==> src/rtl/audio_adc_rx.sv <==
// Deserializes codec ADC frames (MSB first, LRCK strobe one BCLK before MSB) in the clk domain.
// data_valid rises one clk after the LSB bclk_rise; holds until data_ack, unacked frame replaced sets overrun.
module audio_adc_rx #(
  parameter int DATA_WIDTH  = 32,
  parameter int SYNC_STAGES = 2
) (
  input  logic                  clk,
  input  logic                  rst,
  input  logic                  AUD_BCLK,
  input  logic                  AUD_ADCLRCK,
  input  logic                  AUD_ADCDAT,
  input  logic                  data_ack,
  output logic [DATA_WIDTH-1:0] data,
  output logic                  data_valid,
  output logic                  overrun,
  output logic                  frame_err
);

  localparam int CW = $clog2(DATA_WIDTH);

  typedef enum logic [1:0] {
    IDLE  = 2'd0,
    ARM   = 2'd1,
    SHIFT = 2'd2,
    DONE  = 2'd3
  } state_t;

  state_t                  state_q, state_d;
  logic [SYNC_STAGES-1:0]  bclk_sync_q, lrck_sync_q, dat_sync_q;
  logic                    bclk_prev_q;
  logic [CW-1:0]           cnt_q, cnt_d;
  logic [DATA_WIDTH-1:0]   sr_q, sr_d;
  logic [DATA_WIDTH-1:0]   data_q, data_d;
  logic                    valid_q, valid_d;
  logic                    overrun_q, overrun_d;
  logic                    ferr_q, ferr_d;

  logic bclk_s, lrck_s, dat_s, bclk_rise;

  // Equal-depth chains keep BCLK, LRCK and DAT mutually aligned after synchronization.
  assign bclk_s    = bclk_sync_q[SYNC_STAGES-1];
  assign lrck_s    = lrck_sync_q[SYNC_STAGES-1];
  assign dat_s     = dat_sync_q[SYNC_STAGES-1];
  assign bclk_rise = bclk_s & ~bclk_prev_q;

  always_comb begin
    state_d   = state_q;
    cnt_d     = cnt_q;
    sr_d      = sr_q;
    data_d    = data_q;
    valid_d   = valid_q;
    overrun_d = overrun_q;
    ferr_d    = 1'b0;

    if (valid_q && data_ack) begin
      valid_d = 1'b0;
    end

    case (state_q)
      IDLE: begin
        if (bclk_rise && lrck_s) begin
          state_d = ARM;
        end
      end
      ARM: begin
        if (bclk_rise) begin
          sr_d[DATA_WIDTH-1] = dat_s;
          cnt_d              = CW'(DATA_WIDTH - 2);
          state_d            = SHIFT;
        end
      end
      SHIFT: begin
        if (bclk_rise) begin
          // LRCK mid-frame is a fresh strobe: its DAT bit belongs to no frame.
          if (lrck_s) begin
            ferr_d  = 1'b1;
            state_d = ARM;
          end else begin
            sr_d[cnt_q] = dat_s;
            if (cnt_q == '0) begin
              state_d = DONE;
            end else begin
              cnt_d = cnt_q - CW'(1);
            end
          end
        end
      end
      DONE: begin
        data_d  = sr_q;
        valid_d = 1'b1;
        if (valid_q && !data_ack) begin
          overrun_d = 1'b1;
        end
        state_d = IDLE;
      end
      default: state_d = IDLE;
    endcase
  end

  always_ff @(posedge clk) begin
    if (!rst) begin
      state_q     <= IDLE;
      bclk_sync_q <= '0;
      lrck_sync_q <= '0;
      dat_sync_q  <= '0;
      bclk_prev_q <= 1'b0;
      cnt_q       <= '0;
      sr_q        <= '0;
      data_q      <= '0;
      valid_q     <= 1'b0;
      overrun_q   <= 1'b0;
      ferr_q      <= 1'b0;
    end else begin
      state_q     <= state_d;
      bclk_sync_q <= {bclk_sync_q[SYNC_STAGES-2:0], AUD_BCLK};
      lrck_sync_q <= {lrck_sync_q[SYNC_STAGES-2:0], AUD_ADCLRCK};
      dat_sync_q  <= {dat_sync_q[SYNC_STAGES-2:0], AUD_ADCDAT};
      bclk_prev_q <= bclk_s;
      cnt_q       <= cnt_d;
      sr_q        <= sr_d;
      data_q      <= data_d;
      valid_q     <= valid_d;
      overrun_q   <= overrun_d;
      ferr_q      <= ferr_d;
    end
  end

  assign data       = data_q;
  assign data_valid = valid_q;
  assign overrun    = overrun_q;
  assign frame_err  = ferr_q;

endmodule

==> config.mk <==
export PLATFORM = sky130hd
export DESIGN_NAME = audio_adc_rx
export DESIGN_NICKNAME = d
export VERILOG_FILES = /design/src/rtl/audio_adc_rx.sv
export SDC_FILE = /design/constraint.sdc
export NUM_CORES = 1
export LEC_CHECK = 0
export BUFFER_PORTS_ARGS = -buffer_cell sky130_fd_sc_hd__buf_2
export CORE_MARGIN = 2
export CORE_UTILIZATION = 41
export DETAILED_ROUTE_END_ITERATION = 12
export PLACE_DENSITY = 0.69
export SYNTH_ARGS = -nofsm -noshare
export SYNTH_HDL_FRONTEND = slang
export SYNTH_SLANG_ARGS = --single-unit
==> constraint.sdc <==
create_clock -name clk -period 1.9 [get_ports clk]
set_clock_uncertainty 0.15 [all_clocks]
set_input_delay 0.095 -clock clk [delete_from_list [all_inputs] [get_ports clk]]
set_output_delay 0.095 -clock clk [all_outputs]
set_load 0.01 [all_outputs]
# Word-level counts from Yosys, hierarchy flattened

Index checks and enable logic that the tools add are counted.
W data, S select, Z words.

Register bits: 81
Latch bits: 0
RAM bits: 0
ROM bits: 0
Input port bits: 6
Output and inout bits: 35
Memories kept: 0

Add/sub/neg operators: 1
$mul: 0
Div/mod/pow operators: 0
Order comparisons: 2
Equal/unequal tests: 9
Shift operators: 0
Muxes and demuxes: 21
Bitwise gates (word level): 3
Reduce and logical (&&, ||, !) cells: 15

Operators by type and width:

| kind                  | number |
|---|---|
| $mux W32              | 2 |
| $bwmux W32            | 1 |
| $mux W5               | 4 |
| $mux W2               | 5 |
| $ne A2 B2 Y1 const B  | 5 |
| $pmux W5 S2           | 1 |
| $pmux W2 S4           | 1 |
| $reduce_and A4 Y1     | 2 |
| $lt A5 B6 Y1 const B  | 1 |
| $reduce_and A3 Y1     | 2 |
| $demux W1 S5          | 1 |
| $ge A5 B1 Y1 const B  | 1 |
| $logic_not A5 Y1      | 1 |
| $mux W1               | 5 |
| $reduce_and A5 Y1     | 1 |
| $sub A5 B1 Y5 const B | 1 |
| $eq A2 B2 Y1 const B  | 2 |
| $logic_and A1 B1 Y1   | 4 |
| $reduce_bool A2 Y1    | 2 |
| $ne A3 B3 Y1 const B  | 1 |
| $eq A2 B1 Y1 const B  | 1 |
| $logic_not A2 Y1      | 1 |
| $not A1 Y1            | 2 |
| $pmux W1 S2           | 1 |
| 3 further kinds       | 3 |

# Longest topological paths before layout

Gate-level depths: netlist of the first run.

Depth after elaboration: 8
Depth in mapped cells: 6

# Worst setup path after synthesis of the first run

Ideal clock, no wire load.

Path type: register to register
Start point: register cnt_q[0]
End point: register sr_q[0]
Arrival: 1289 ps
Data required time: 1625 ps
Slack: 336 ps
Stages on the path, launching flop included: 7
Buffers on the path: 0
Cells stage by stage: dfxtp_1 inv_1 ha_1 nor3b_1 nand3_1 o211ai_1 o31ai_1

Cells in the longest elaborated chain, start to end: 5
Elaborated cells on any way between the ends: 6

Ends and longest elaborated chain:

| item                                                                      | line | source |
|---|---|---|
| start: declaration                                                        | 31   | `logic [CW-1:0] cnt_q, cnt_d;` |
| start signal: assignment                                                  | 119  | `cnt_q <= cnt_d;` |
| $lt A5 B6 Y1 (not written as such) / $ge A5 B1 Y1 (equally long branches) | 79   | `sr_d[cnt_q] = dat_s;` |
| $logic_and A1 B1 Y1 (not written as such)                                 | 79   |  |
| $mux W1 (not written as such)                                             | 79   |  |
| $demux W1 S5 (*)                                                          | 79   |  |
| $bwmux W32 (*)                                                            | 79   |  |
| end signal: assignment                                                    | 120  | `sr_q <= sr_d;` |
| end: declaration                                                          | 32   | `logic [DATA_WIDTH-1:0] sr_q, sr_d;` |

Every way passes the cells marked *; elsewhere a longest branch is shown, timed or not.
A chain may end at the register's enable or synchronous reset.

# Worst setup path in the final report of the first run

Start point: register cnt_q[4]
End point: register sr_q[25]

Same word-level chain as after synthesis.

==> impl_metrics.json, run 1 <==
{
  "routed_via_density": 4.88,
  "maxCapViolCount": 0,
  "layout.nets": 424,
  "critical_path_peak_fanout": 10,
  "sequential_cell_area_mm2": 0.00162,
  "finalSetupViolCount": 0,
  "fillerInstances": 760,
  "grt_pass1_vias": 2383,
  "synthCells": 372,
  "arrival_ps": 1810,
  "antennaDiodeCount": 0,
  "cp-start-kind": "flop",
  "number_of_hold_violations_in_the_final_report": 0,
  "worst_r2r_path_depth": 4,
  "synth-seq-area-share_pct": 51.2,
  "synth_seq_cells": 81,
  "cts.reportedPaths.clkPinSlew_ps": 80,
  "post_cts_buffers": 0,
  "core-area_mm2": 0.00761,
  "htree_levels": 3,
  "avgRoutedWirePerCell_um": 12.5,
  "fp.dieArea_mm2": 0.00844,
  "grt_antenna_before_repair": 0,
  "mappedNetlistNets": 382,
  "period_needed_ps": 1730,
  "synthesis.area_mm2": 0.00317,
  "synth_cell_type_count": 34,
  "p_leak_nw": 1.62,
  "ios": 41,
  "layout_overhead_on_the_synthesized_area_pct": 18.5,
  "endpoint_kind": "flop",
  "slew_violations": 0,
  "global_route.overflow_total": 0,
  "setup.worst_path.class": "reg -> reg",
  "synth.yosys.warnings": 0,
  "met2_grt_util_pct": 26.6,
  "async_flop_share_pct": 0,
  "r2r_start": "cnt_q[4]",
  "crit_path_start": "cnt_q[4]",
  "die_width_um": 91.9,
  "clock_sinks": 81,
  "die-height_um": 91.9,
  "drc": 0,
  "final_core_utilization_pct": 49.3,
  "place_hpwl_mm": 4.45,
  "reg2reg_slack_ps": 170,
  "grtUsageTotal_pct": 16.6,
  "setup.worst_path.end": "sr_q[25]",
  "multi_input_combinational_cell_area_mm2": 0.00141,
  "groute.layer.met3.usage_pct": 5.26,
  "weighted_congestion_at_the_end_of_routability_driven_global_placement": 0.831,
  "ctsLongestPathBuffers": 2,
  "met1_usage_pct": 21.4,
  "cts_root_buffer": "sky130_fd_sc_hd__clkbuf_8",
  "synthesis.area_per_instance_um2": 8.51,
  "setup_total_negative_slack_ps": 0,
  "tritoncts": "built",
  "firstDrtPassIters": 4,
  "commonest_register_cell_after_synthesis": "sky130_fd_sc_hd__dfxtp_1",
  "grt_start_max_net_pins": 25,
  "status": "completed",
  "rows": 32,
  "finalWirelength_mm": 6.53,
  "cts_buffers": 9,
  "clk_latency_ps": 350,
  "total_power_w": 0.00310,
  "grt_busiest_layer": "met2",
  "final.hold.worst_slack_ps": 285,
  "critPathRequiredTime_ps": 1990,
  "rr_endpoint": "sr_q[25]",
  "io_buffers": 40,
  "grt_pass1_wl_mm": 11.1,
  "synth_edf_count": 0,
  "grt_setup_unrepaired": "false",
  "drt_iter0_drc": 106,
  "finalCritPeriodShare_pct": 90.8,
  "start_util_pct": 41.6,
  "max_slew_margin_pct": 63.3,
  "holdCritPathClass": "reg -> reg",
  "route.vias.total": 2541,
  "vdd.ir_drop.worst_mv": 0.640,
  "fraction_of_final_layout_cells_sized_beyond_drive_strength_1_pct": 17.9,
  "drtAntennaViolNets": 0,
  "max_clock_freq_ghz": 0.579,
  "power_per_cell_area_mw_per_mm2": 825,
  "actual_transition_at_the_worst_max_transition_pin_ps": 550
}
cell type report:
class                           count  area share (%)
Timing Repair Buffer               58            9.60
Sequential cell                    81            43.2
Clock inverter                      4            1.30
Tap cell                          102            3.40
Inverter                            4           0.400
Clock buffer                       12            4.40
Multi-Input combinational cell    260            37.7
state kept, by name, summed over array words and instances (netlist names):
| signal | count |
|---|---|
| lrck_sync_q | 2 |
| bclk_sync_q | 2 |
| dat_sync_q | 2 |
| overrun | 1 |
| state_q | 2 |
| bclk_prev_q | 1 |
| data_valid | 1 |
| sr_q | 32 |
| data | 32 |
| cnt_q | 5 |
| frame_err | 1 |
report_power, final:
part	internal (W)	total, W	switching (W)
registers	0.00170	0.00171	0.00000413
logic	0.0000270	0.0000695	0.0000425
clock network	0.000715	0.00132	0.000604
layer usage:
metal	vias to the layer above	share of wire [%]	wire length (um)
met2	42	46	2970
met4	0	1.3	83
li1	1303	-	-
met3	7	3.4	222
met1	1189	50	3250
met5	-	0	0
kinds of logic after synthesis:
logic type | count (synthesis) | share of synthesized area (%)
AO/OA/AOI/OAI | 52 | 9.29
AND/OR/NAND/NOR | 174 | 24.1
multiplexers | 30 | 9.48
adder cells (fa/ha/maj) | 4 | 1.58
buffers and inverters | 31 | 4.35
flip-flops | 81 | 51.2
metrics by stage:
step / cells / cell area, um^2 / setup slack [ps]
2_1_floorplan: 372 / 3170 / 336
3_3_place_gp: 500 / 3480 / 184
3_5_place_dp: 500 / 3480 / 145
4_1_cts: 521 / 3750 / 138
5_1_grt: 521 / 3750 / 28.3
6_report: 521 / 3750 / 174
cells in the final DEF (no fill, tap or decap), types with 4 or more instances in the layout:
master,n
sky130_fd_sc_hd__buf_4,12
sky130_fd_sc_hd__buf_2,40
sky130_fd_sc_hd__a21oi_1,38
sky130_fd_sc_hd__ha_1,4
sky130_fd_sc_hd__and2_1,8
sky130_fd_sc_hd__dfxtp_1,81
sky130_fd_sc_hd__nor2_1,8
sky130_fd_sc_hd__clkbuf_8,12
sky130_fd_sc_hd__mux2i_1,30
sky130_fd_sc_hd__nand2_1,129
sky130_fd_sc_hd__and3_1,6
sky130_fd_sc_hd__dlygate4sd3_1,5
sky130_fd_sc_hd__o21a_1,4
cell usage after synthesis, types with 2 or more instances:
library cell	count	share of area, %
sky130_fd_sc_hd__and3_1	7	1.4
sky130_fd_sc_hd__o21ai_0	2	0.32
sky130_fd_sc_hd__nor2b_1	3	0.59
sky130_fd_sc_hd__nor2_1	8	0.95
sky130_fd_sc_hd__a21oi_1	38	6.0
sky130_fd_sc_hd__and2_1	8	1.6
sky130_fd_sc_hd__o21a_1	4	0.95
sky130_fd_sc_hd__ha_1	4	1.6
sky130_fd_sc_hd__nand3_1	3	0.47
sky130_fd_sc_hd__o31a_1	2	0.55
sky130_fd_sc_hd__buf_2	5	0.79
sky130_fd_sc_hd__nor3_1	2	0.32
sky130_fd_sc_hd__buf_4	4	0.95
sky130_fd_sc_hd__mux2i_1	30	9.5
sky130_fd_sc_hd__nand2b_1	3	0.59
sky130_fd_sc_hd__inv_1	3	0.36
sky130_fd_sc_hd__clkbuf_1	17	2.0
sky130_fd_sc_hd__nand4_1	2	0.40
sky130_fd_sc_hd__dfxtp_1	81	51
sky130_fd_sc_hd__nor3b_1	4	0.95
sky130_fd_sc_hd__nand2_1	129	15
critical path: stages, from the launching register on:
cell and delay [ps]:
sky130_fd_sc_hd__dfxtp_1 530, sky130_fd_sc_hd__inv_1 160, sky130_fd_sc_hd__nor3b_1 490, sky130_fd_sc_hd__nand2_1 150
sky130_fd_sc_hd__mux2i_1 140
worst min-delay path by stage:
stage / startpoint / end / depth (start not counted)
after floorplan: AUD_BCLK / bclk_sync_q[0] / 1
after global placement: AUD_ADCLRCK / lrck_sync_q[0] / 2
after detailed placement: AUD_ADCDAT / dat_sync_q[0] / 2
after CTS: bclk_sync_q[0] / bclk_sync_q[1] / 1
after global routing: bclk_sync_q[0] / bclk_sync_q[1] / 1
final: bclk_sync_q[0] / bclk_sync_q[1] / 1
repair_timing:
item,4_1_cts,5_1_grt
endpoints found under the setup margin,0,5
resized for setup,0,2
endpoints found under the hold margin,10,0
hold buffers,5,0
No activity file was read; power rests on OpenSTA's default activity.
==> run 2, diff against run 1 <==
--- a/config.mk
+++ b/config.mk
@@ -8,8 +8,10 @@
 export BUFFER_PORTS_ARGS = -buffer_cell sky130_fd_sc_hd__buf_2
 export CORE_MARGIN = 2
 export CORE_UTILIZATION = 41
+export CTS_CLUSTER_SIZE = 10
 export DETAILED_ROUTE_END_ITERATION = 12
 export PLACE_DENSITY = 0.69
+export SLEW_MARGIN = 10
 export SYNTH_ARGS = -nofsm -noshare
 export SYNTH_HDL_FRONTEND = slang
 export SYNTH_SLANG_ARGS = --single-unit
==> constraint.sdc (replaced) <==
create_clock -name clk -period 1.6 [get_ports clk]
set_clock_uncertainty 0.15 [all_clocks]
set_input_delay 0.08 -clock clk [delete_from_list [all_inputs] [get_ports clk]]
set_output_delay 0.08 -clock clk [all_outputs]
set_load 0.01 [all_outputs]
==> run 2 against run 1 <==
  * Cell area up 6.2%
  * Global-route usage about the same
  * Utilization up 3.1 points
  * Register-to-register slack worse by 130 ps
  * Flip-flop and latch count unchanged
  * Cell count up 4.2%
  * Combinational power up 27%
  * Setup slack worse by 130 ps
  * Largest power group unchanged
==> impl_metrics.json, run 2 (same netlist as run 1, synthesis figures left out) <==
{
  "status": "completed",
  "finalWirelength_mm": 6.71,
  "drc": 0,
  "post-place-ws_ps": -8.93,
  "cts.reportedPaths.clkPinSlew_ps": 80,
  "number_of_hold_violations_in_the_final_report": 0,
  "cts_buffers": 9,
  "cp_cell_sequence": "buf_4, or3_4, o21a_1, o31a_1",
  "critical_path_peak_fanout": 4,
  "rr_endpoint": "cnt_q[3]",
  "finalSetupViolCount": 0,
  "arrival_ps": 1650,
  "grtUsageTotal_pct": 16.6,
  "final_core_utilization_pct": 52.4,
  "setup.worst_path.class": "reg -> reg",
  "ios": 41,
  "vdd.ir_drop.worst_mv": 0.451,
  "maxCapViolCount": 0,
  "global_route.overflow_total": 0,
  "endpoint_kind": "flop",
  "layout_commonest_cell": "sky130_fd_sc_hd__nand2_1",
  "layout_overhead_on_the_synthesized_area_pct": 25.9,
  "mostFrequentLayoutCells": "sky130_fd_sc_hd__nand2_1 (129), sky130_fd_sc_hd__dfxtp_1 (77), sky130_fd_sc_hd__buf_2 (40)",
  "slowest_delay_ps": 390,
  "avgRoutedWirePerCell_um": 12.4,
  "detail_route_met2_wl_mm": 3.11,
  "max_slew_margin_pct": 73.6,
  "tritoncts": "built",
  "crit_path_start": "cnt_q[0]",
  "slew_violations": 0,
  "drtAntennaViolNets": 0,
  "max_clock_freq_ghz": 0.644,
  "ctsLongestPathBuffers": 2,
  "dr.max_layer_used": "met4",
  "detailroute.wirelength.met3_um": 247,
  "reg2reg_slack_ps": 50,
  "grt_start_max_net_pins": 33,
  "die_width_um": 91.9,
  "htree_levels": 3,
  "critPathSlowestCell": "sky130_fd_sc_hd__or3_4",
  "period_needed_ps": 1550,
  "fp.dieArea_mm2": 0.00844,
  "grt_pass1_wl_mm": 11.2,
  "die-height_um": 91.9,
  "clock_sinks": 81,
  "route.vias.total": 2623,
  "actual_transition_at_the_worst_max_transition_pin_ps": 395,
  "grt_pass1_vias": 2536,
  "power_per_cell_area_mw_per_mm2": 990,
  "layout.nets": 446,
  "min_to": "dat_sync_q[1]",
  "routed_via_density": 4.83,
  "start_util_pct": 41.6,
  "final_area_mm2": 0.00399,
  "r2r_start": "cnt_q[0]",
  "finalCritPeriodShare_pct": 97.1,
  "firstDrtPassIters": 4,
  "routedLengthMet1_mm": 3.19,
  "grt_antenna_before_repair": 0,
  "place_hpwl_mm": 4.56,
  "hold_path_startpoint": "dat_sync_q[0]",
  "cp-start-kind": "flop",
  "p_leak_nw": 1.76,
  "core-area_mm2": 0.00761,
  "worst_r2r_path_depth": 4,
  "setup_ws_ps": 47.2,
  "fraction_of_final_layout_cells_sized_beyond_drive_strength_1_pct": 23.4,
  "rows": 32,
  "weighted_congestion_at_the_end_of_routability_driven_global_placement": 0.838,
  "holdCritPathClass": "reg -> reg",
  "worst_hold_stages": 1,
  "cts_root_buffer": "sky130_fd_sc_hd__clkbuf_8",
  "postPlaceCellArea_mm2": 0.00364,
  "drt_iter0_drc": 91,
  "critPathRequiredTime_ps": 1690,
  "clk_latency_ps": 350,
  "antennaDiodeCount": 0,
  "io_buffers": 40
}
run 2: changes by cell type in the layout (fill, tap and decap cells not counted), moves of 2 or more:
cell                        previous run  this run
sky130_fd_sc_hd__bufinv_16             1         3
sky130_fd_sc_hd__clkbuf_8             12        10
sky130_fd_sc_hd__dfxtp_1              81        77
sky130_fd_sc_hd__dfxtp_2               0         4
sky130_fd_sc_hd__buf_4                12        32
run 2: layer usage:
| metal | GRT usage (%) | up-vias |
|---|---|---|
| met1 | 21.0 | 1206 |
| li1 | - | 1342 |
| met4 | 8.46 | 0 |
| met2 | 27.1 | 60 |
| met3 | 2.96 | 15 |
| met5 | 0 | - |
run 2: worst max-delay path, delay by kind of cell, from the launching register on:
family                 cells  cell delay [ps]
AOI/OAI and AO/OA          2              460
and+or+nand+nor            1              390
DFF                        1              320
buffers and inverters      1              140
run 2: repair_timing:
action                                  in CTS  in global routing
hold buffers                                 5                  0
buffers inserted                             0                  2
pin swaps                                    1                  3
gates resized for setup                      2                  7
endpoints found under the setup margin       3                 31
endpoints found under the hold margin       10                  0
run 2: how the worst max path moves through the flow:
stage                     to  slack, ps  cells after the start
finish              cnt_q[3]         50                      4
global route        cnt_q[3]        -10                      5
CTS                 cnt_q[3]          4                      4
detailed placement  cnt_q[2]         -9                      6
global placement    cnt_q[3]         60                      4
floorplan            sr_q[0]         40                      6
run 2: power by group:
part | leakage, nW | internal (W) | switching, W
logic | 0.977 | 0.0000357 | 0.0000523
registers | 0.656 | 0.00202 | 0.00000415
clock network | 0.127 | 0.00109 | 0.000745
total | 1.76 | 0.00314 | 0.000801
run 2: cell type report:
type,count,area (um^2)
fillers,726,3620
flip-flops and latches,81,1630
multi-input cells,260,1430
repair buffers,80,542
clock buffers,10,138
well taps,102,128
clock inverters,6,113
inverters,4,15.0
run 2: stage by stage:
step	TNS (ps)	hold slack [ps]	std cells	total power (W)
final	0	287	543	0.00395
after global routing	-29.0	297	543	0.00407
after CTS	0	287	541	0.00398
after detailed placement	-8.93	139	520	0.00215
after global placement	0	137	520	0.00215
after floorplan	0	57.3	372	0.00212
